## config.mk

```make
export PLATFORM = sky130hd
export DESIGN_NAME = time_set_ctrl
export DESIGN_NICKNAME = d
export VERILOG_FILES = /design/src/rtl/time_set_ctrl.sv
export SDC_FILE = /design/constraint.sdc
export NUM_CORES = 1
export LEC_CHECK = 0
export BUFFER_PORTS_ARGS = -buffer_cell sky130_fd_sc_hd__buf_4
export CAP_MARGIN = 20
export CORE_MARGIN = 2
export CORE_UTILIZATION = 25
export CTS_CLUSTER_DIAMETER = 80
export DETAILED_ROUTE_END_ITERATION = 12
export PLACE_DENSITY = 0.49
export SLEW_MARGIN = 15
export SYNTH_ARGS = -nofsm -noshare
export SYNTH_HDL_FRONTEND = slang
export SYNTH_SLANG_ARGS = --single-unit
```

## constraint.sdc

```tcl
create_clock -name clk -period 3 [get_ports clk]
set_input_delay 0.45 -clock clk [delete_from_list [all_inputs] [get_ports clk]]
set_output_delay 0.45 -clock clk [all_outputs]
set_load 0.02 [all_outputs]
```

## src/rtl/time_set_ctrl.sv

```systemverilog
// time_set_ctrl: manual time-setting sequencer for the four BCD clock digits.
// On entry to edit mode it freezes counting and copies the live time into
// shadow digits. The user then edits one digit at a time, and each digit wraps
// within its legal range. Commit loads all four digit registers in parallel.
// Optional feature macro: AUTO_TIMEOUT_EN. When it is defined, an edit session
// that sees no button press for TIMEOUT_S tick_1hz periods is abandoned.
module time_set_ctrl #(
  parameter int TIMEOUT_S = 10
) (
  input  logic       clk,
  input  logic       resetn,
  input  logic       tick_1hz,
  input  logic       mode_btn,
  input  logic       up_btn,
  input  logic       down_btn,
  input  logic       cancel_btn,
  input  logic [3:0] cur_hr_t,
  input  logic [3:0] cur_hr_u,
  input  logic [3:0] cur_min_t,
  input  logic [3:0] cur_min_u,
  output logic       run_en,
  output logic       set_all,
  output logic       sec_clr,
  output logic [3:0] new_hr_t,
  output logic [3:0] new_hr_u,
  output logic [3:0] new_min_t,
  output logic [3:0] new_min_u,
  output logic [1:0] edit_digit,
  output logic       editing
);

  typedef enum logic [2:0] {
    S_RUN, S_EDIT_HT, S_EDIT_HU, S_EDIT_MT, S_EDIT_MU, S_COMMIT
  } state_t;

  state_t     state, state_nxt;
  logic       timeout;
  logic       any_btn;
  logic       edit_step;
  logic [3:0] hr_u_max;
  logic [3:0] ht_next;

  // Increment with wrap. A value already above the maximum also wraps to 0.
  function automatic logic [3:0] wrap_up(input logic [3:0] d, input logic [3:0] mx);
    return (d >= mx) ? 4'd0 : d + 4'd1;
  endfunction

  // Decrement with wrap. An out-of-range value is pulled back to 0.
  function automatic logic [3:0] wrap_dn(input logic [3:0] d, input logic [3:0] mx);
    if (d == 4'd0) return mx;
    if (d > mx)    return 4'd0;
    return d - 4'd1;
  endfunction

  function automatic logic [3:0] step_digit(input logic [3:0] d, input logic [3:0] mx,
                                            input logic up);
    return up ? wrap_up(d, mx) : wrap_dn(d, mx);
  endfunction

  assign any_btn   = mode_btn | up_btn | down_btn | cancel_btn;
  assign hr_u_max  = (new_hr_t == 4'd2) ? 4'd3 : 4'd9;
  assign ht_next   = step_digit(new_hr_t, 4'd2, up_btn);
  // A digit is edited only when no higher-priority button is present and exactly one of up/down is pressed.
  assign edit_step = editing & ~cancel_btn & ~timeout & ~mode_btn & (up_btn ^ down_btn);

`ifdef AUTO_TIMEOUT_EN
  localparam int CW = $clog2(TIMEOUT_S + 1);
  localparam logic [CW-1:0] TMO_LAST = CW'(TIMEOUT_S - 1);
  logic [CW-1:0] idle_cnt;

  // Idle-seconds counter. It is held at 0 outside edit and cleared by any button press.
  always_ff @(posedge clk or negedge resetn) begin
    if (!resetn)                   idle_cnt <= '0;
    else if (!editing || any_btn)  idle_cnt <= '0;
    else if (tick_1hz)             idle_cnt <= idle_cnt + CW'(1);
  end

  // The tick that would bring the counter to TIMEOUT_S aborts the edit.
  assign timeout = editing & tick_1hz & ~any_btn & (idle_cnt == TMO_LAST);
`else
  localparam int unused_timeout_s = TIMEOUT_S;
  logic unused_tick;
  assign unused_tick = tick_1hz;
  assign timeout     = 1'b0;
`endif

  // State register
  always_ff @(posedge clk or negedge resetn) begin
    if (!resetn) state <= S_RUN;
    else         state <= state_nxt;
  end

  // Next-state logic. Cancel/timeout outrank mode; COMMIT always lasts one cycle.
  always_comb begin
    state_nxt = state;
    case (state)
      S_RUN:     if (mode_btn) state_nxt = S_EDIT_HT;
      S_EDIT_HT: if (cancel_btn || timeout) state_nxt = S_RUN;
                 else if (mode_btn)         state_nxt = S_EDIT_HU;
      S_EDIT_HU: if (cancel_btn || timeout) state_nxt = S_RUN;
                 else if (mode_btn)         state_nxt = S_EDIT_MT;
      S_EDIT_MT: if (cancel_btn || timeout) state_nxt = S_RUN;
                 else if (mode_btn)         state_nxt = S_EDIT_MU;
      S_EDIT_MU: if (cancel_btn || timeout) state_nxt = S_RUN;
                 else if (mode_btn)         state_nxt = S_COMMIT;
      S_COMMIT:  state_nxt = S_RUN;
      default:   state_nxt = S_RUN;
    endcase
  end

  // Output decode from the current state
  always_comb begin
    run_en     = (state == S_RUN);
    set_all    = (state == S_COMMIT);
    sec_clr    = (state == S_COMMIT);
    editing    = 1'b0;
    edit_digit = 2'd0;
    case (state)
      S_EDIT_HT: begin editing = 1'b1; edit_digit = 2'd0; end
      S_EDIT_HU: begin editing = 1'b1; edit_digit = 2'd1; end
      S_EDIT_MT: begin editing = 1'b1; edit_digit = 2'd2; end
      S_EDIT_MU: begin editing = 1'b1; edit_digit = 2'd3; end
      default:   begin editing = 1'b0; edit_digit = 2'd0; end
    endcase
  end

  // Shadow digits: capture the live time on edit entry, then apply up/down to the selected digit
  always_ff @(posedge clk or negedge resetn) begin
    if (!resetn) begin
      new_hr_t  <= 4'd0;
      new_hr_u  <= 4'd0;
      new_min_t <= 4'd0;
      new_min_u <= 4'd0;
    end else if (state == S_RUN && mode_btn) begin
      new_hr_t  <= cur_hr_t;
      new_hr_u  <= (cur_hr_t == 4'd2 && cur_hr_u > 4'd3) ? 4'd3 : cur_hr_u;
      new_min_t <= cur_min_t;
      new_min_u <= cur_min_u;
    end else if (edit_step) begin
      case (edit_digit)
        2'd0: begin
          new_hr_t <= ht_next;
          // Moving into the 20s hours: keep the hour at 23 or below.
          if (ht_next == 4'd2 && new_hr_u > 4'd3) new_hr_u <= 4'd3;
        end
        2'd1:    new_hr_u  <= step_digit(new_hr_u, hr_u_max, up_btn);
        2'd2:    new_min_t <= step_digit(new_min_t, 4'd5, up_btn);
        default: new_min_u <= step_digit(new_min_u, 4'd9, up_btn);
      endcase
    end
  end

endmodule
```

==> results.md <==
- Status: finished clean
- Async SR Flop Fraction: 100%
- Share of layout cells above drive strength 1: 25.8%
- Critical path's most frequent cell: ha_1
- Drt drc: 0
- Depth of the CTS H-tree: 1
- Worst-case clock buffer depth: 2
- CP startpoint: new_hr_t[0]
- DIE AREA: 0.00816 mm2
- Synthesized cell area: 0.00186 mm2
- Commonest cells after routing, fill and taps aside: buf_4 (45), nand2_1 (23), dfrtp_1 (19)
- Reg2Reg Depth: 9
- Mapped Nets: 263
- Leakage power: 0.00103 uW
- I/O Buffers: 43
- Combinational cell fraction of total power: 60.5%
- CTS tree: built
- Worst vdd ir: 278 uV
- Psw: 854 uW
- Crit path capture: new_hr_u[2]
- Tmin final: 2.56 ns
- Worst-path fanout max: 6
- Reg2Reg Capture Point: new_hr_u[2]
- Worst Tran Pin Value: 0.611 ns
- Post-CTS setup buffers: 0
- # diodes: 0
- R2r setup slk: 0.44 ns
- WP buf/inv: 1
- Core area: 0.00725 mm2
- Syn Inst Count: 226
- Placed instance area: 0.00228 mm2
- Cell area power density: 781 mW/mm2
- Design area: 0.00232 mm2
- Synth warnings: 0
- Worst setup SP type: flip-flop
- CP top delay family: compound AO/OA/AOI/OAI gates
- HPWL Detailed: 3720 um
- Worst min-delay path class: primary input to async pin
- Initial Util: 25.7%
- Final ANT Viol Nets: 0
- Crit-path max cell delay: 0.44 ns
- Post-cts resize count: 0
- Fillers: 764
- Area Overhead vs Synth: 24.6%
- Vias per inst: 4.89
- Routed vias: 1775
- Flops & latches, synth: 19
- Grt total ovfl: 0
- DR WL/cell: 13.9 um
- Drt pass-1 iters: 4
- Total CTS buffers: 3
- Initial antenna violation count: 0
- Die width: 90.4 um
- Placer Congestion: 0.841
- Inst Count DP: 359
- Most common library cell in the layout ignoring fill and taps: buf_4
- Global-route wire length before repair: 8310 um
- MaxCap Viol Count: 0
- R2R Path Start: new_hr_t[0]
- Seq/Total Area, Yosys: 25.5%
- Slew Limit Fails: 0
- Number of synthesized flops with an enable pin: 0
- Final setup vio count: 0
- Worst Clk Skew: 0.00356 ns
- Clock tree root driver cell: clkbuf_8
- WS Path Type: flip-flop to flip-flop
- Pint: 961 uW
- Initial DRC count: 63
- F_max: 0.391 GHz
- Final WL: 5030 um
- # hold bufs at CTS: 0
- Main synth FF type: dfrtp_1
- Sequential power share: 29.1%
- Clk network pwr share: 10.4%
- Largest net degree at the start of global routing: 23
- Final std cells w/o fill: 363
- Required time of the worst setup path: 3.20 ns
- # nets final: 302
- Library cells used by synthesis: 59
- Setup crit end kind: flip-flop
- Crit-path slowest cell: a211oi_1
- Die H: 90.4 um
- Crit path DAT: 2.76 ns
- GRT Total Usage: 12.3%
- Relative slew margins: 59.0%
- Rows: 31
- Setup TNS: 0 ns
- Final hold violation count: 0
- Clock slew at reported path FFs: 0.08 ns
- Switching Share: 47.1%
- CTS Sinks: 19
- Critical path depth in cells: 9
- Crit path cell chain: inv_1 > ha_1 > nand2_1 > ha_1 > a211o_1 > a211oi_1 > o21ai_0 > a21oi_1 > o32a_1
- Fin crit share: 85.3%
- # IOs: 45
- Clk_lat worst skew: 0.26 ns
- RSZ-0062 raised after global routing: false
- Syn avg cell area: 8.25 um2
- Vias in the first global route: 1712
[synthesized netlist by cell type, drive strengths merged (2+ instances only)]
cell,n,area (um2)
mux2i,6,60.1
a211oi,3,27.5
nand4,3,18.8
and3b,3,26.3
inv,14,52.6
nor3,8,45.0
dfrtp,19,475
and2,2,12.5
o21ai,12,60.1
ha,14,175
nand3b,2,15.0
nand2b,5,31.3
buf,5,26.3
xnor2,6,52.6
o211ai,5,42.5
a31oi,3,18.8
nand4b,3,26.3
or4,3,26.3
o311ai,2,17.5
mux2,9,101
nor3b,2,15.0
clkbuf,6,22.5
o21a,3,22.5
nor2b,4,25.0
o32a,2,20.0
nand3,5,25.0
o22ai,2,12.5
nand2,23,86.3
nor2,18,67.6
a21oi,12,63.8
or4b,2,20.0
[sequential cells by signal, summed over array words and instances, names as in the netlist]
| register | cells |
|---|---|
| state | 3 |
| new_min_u | 4 |
| new_hr_t | 4 |
| new_hr_u | 4 |
| new_min_t | 4 |
[kinds of logic after synthesis]
kind of cell               after synthesis  share of synthesized area [%]
and+or+nand+nor                         90                           26.6
AOI/OAI and AO/OA                       55                           20.5
buffers and inverters                   25                           5.44
DFF                                     19                           25.5
muxes                                   15                           8.66
adders and majority gates               15                           9.93
xor gates and xnor gates                 7                           3.29
[metal layers]
| layer | track usage [%] | share of wire [%] | up-vias |
|---|---|---|---|
| met5 | 0 | 0 | - |
| met2 | 19.9 | 44 | 39 |
| met3 | 2.34 | 3.5 | 4 |
| met4 | 2.95 | 1.1 | 0 |
| li1 | - | - | 907 |
| met1 | 16.9 | 51 | 825 |
[worst min-delay path by stage]
stage,start,end,cells after the start
6_report,resetn,new_hr_t[0],1
5_1_grt,resetn,new_min_t[3],1
4_1_cts,resetn,new_hr_u[0],1
3_5_place_dp,resetn,new_hr_u[0],1
3_3_place_gp,resetn,new_hr_u[0],1
2_1_floorplan,resetn,new_hr_t[0],0
[power groups by stage]
| stage | registers, uW | logic (uW) | clock network [uW] |
|---|---|---|---|
| floorplan | 563 | 708 | 0 |
| global placement | 535 | 1090 | 0 |
| detailed placement | 535 | 1100 | 0 |
| CTS | 531 | 1100 | 199 |
| global route | 555 | 1220 | 209 |
| finish | 529 | 1100 | 188 |
[cell type report]
class	instances	area (um2)	area share [%]
tap	99	124	5.33
inverter	14	52.6	2.26
timing repair buffer	45	338	14.5
multi-input combinational	182	1290	55.4
clock buffer	3	41.3	1.78
sequential	19	475	20.5
clock inverter	1	5.00	0.215
[through the flow]
| stage | hold slack [ns] | setup WS [ns] | power [uW] | util, % |
|---|---|---|---|---|
| 6_report | 0.0607 | 0.441 | 1820 | 32.0 |
| 3_3_place_gp | 0.356 | 0.484 | 1630 | 31.4 |
| 2_1_floorplan | 0.154 | 0.659 | 1270 | - |
| 5_1_grt | 0.0705 | 0.306 | 1990 | 32.0 |
| 4_1_cts | 0.0667 | 0.478 | 1830 | 32.0 |
| 3_5_place_dp | 0.356 | 0.504 | 1630 | 31.4 |
(Power assumes the default switching activity.)
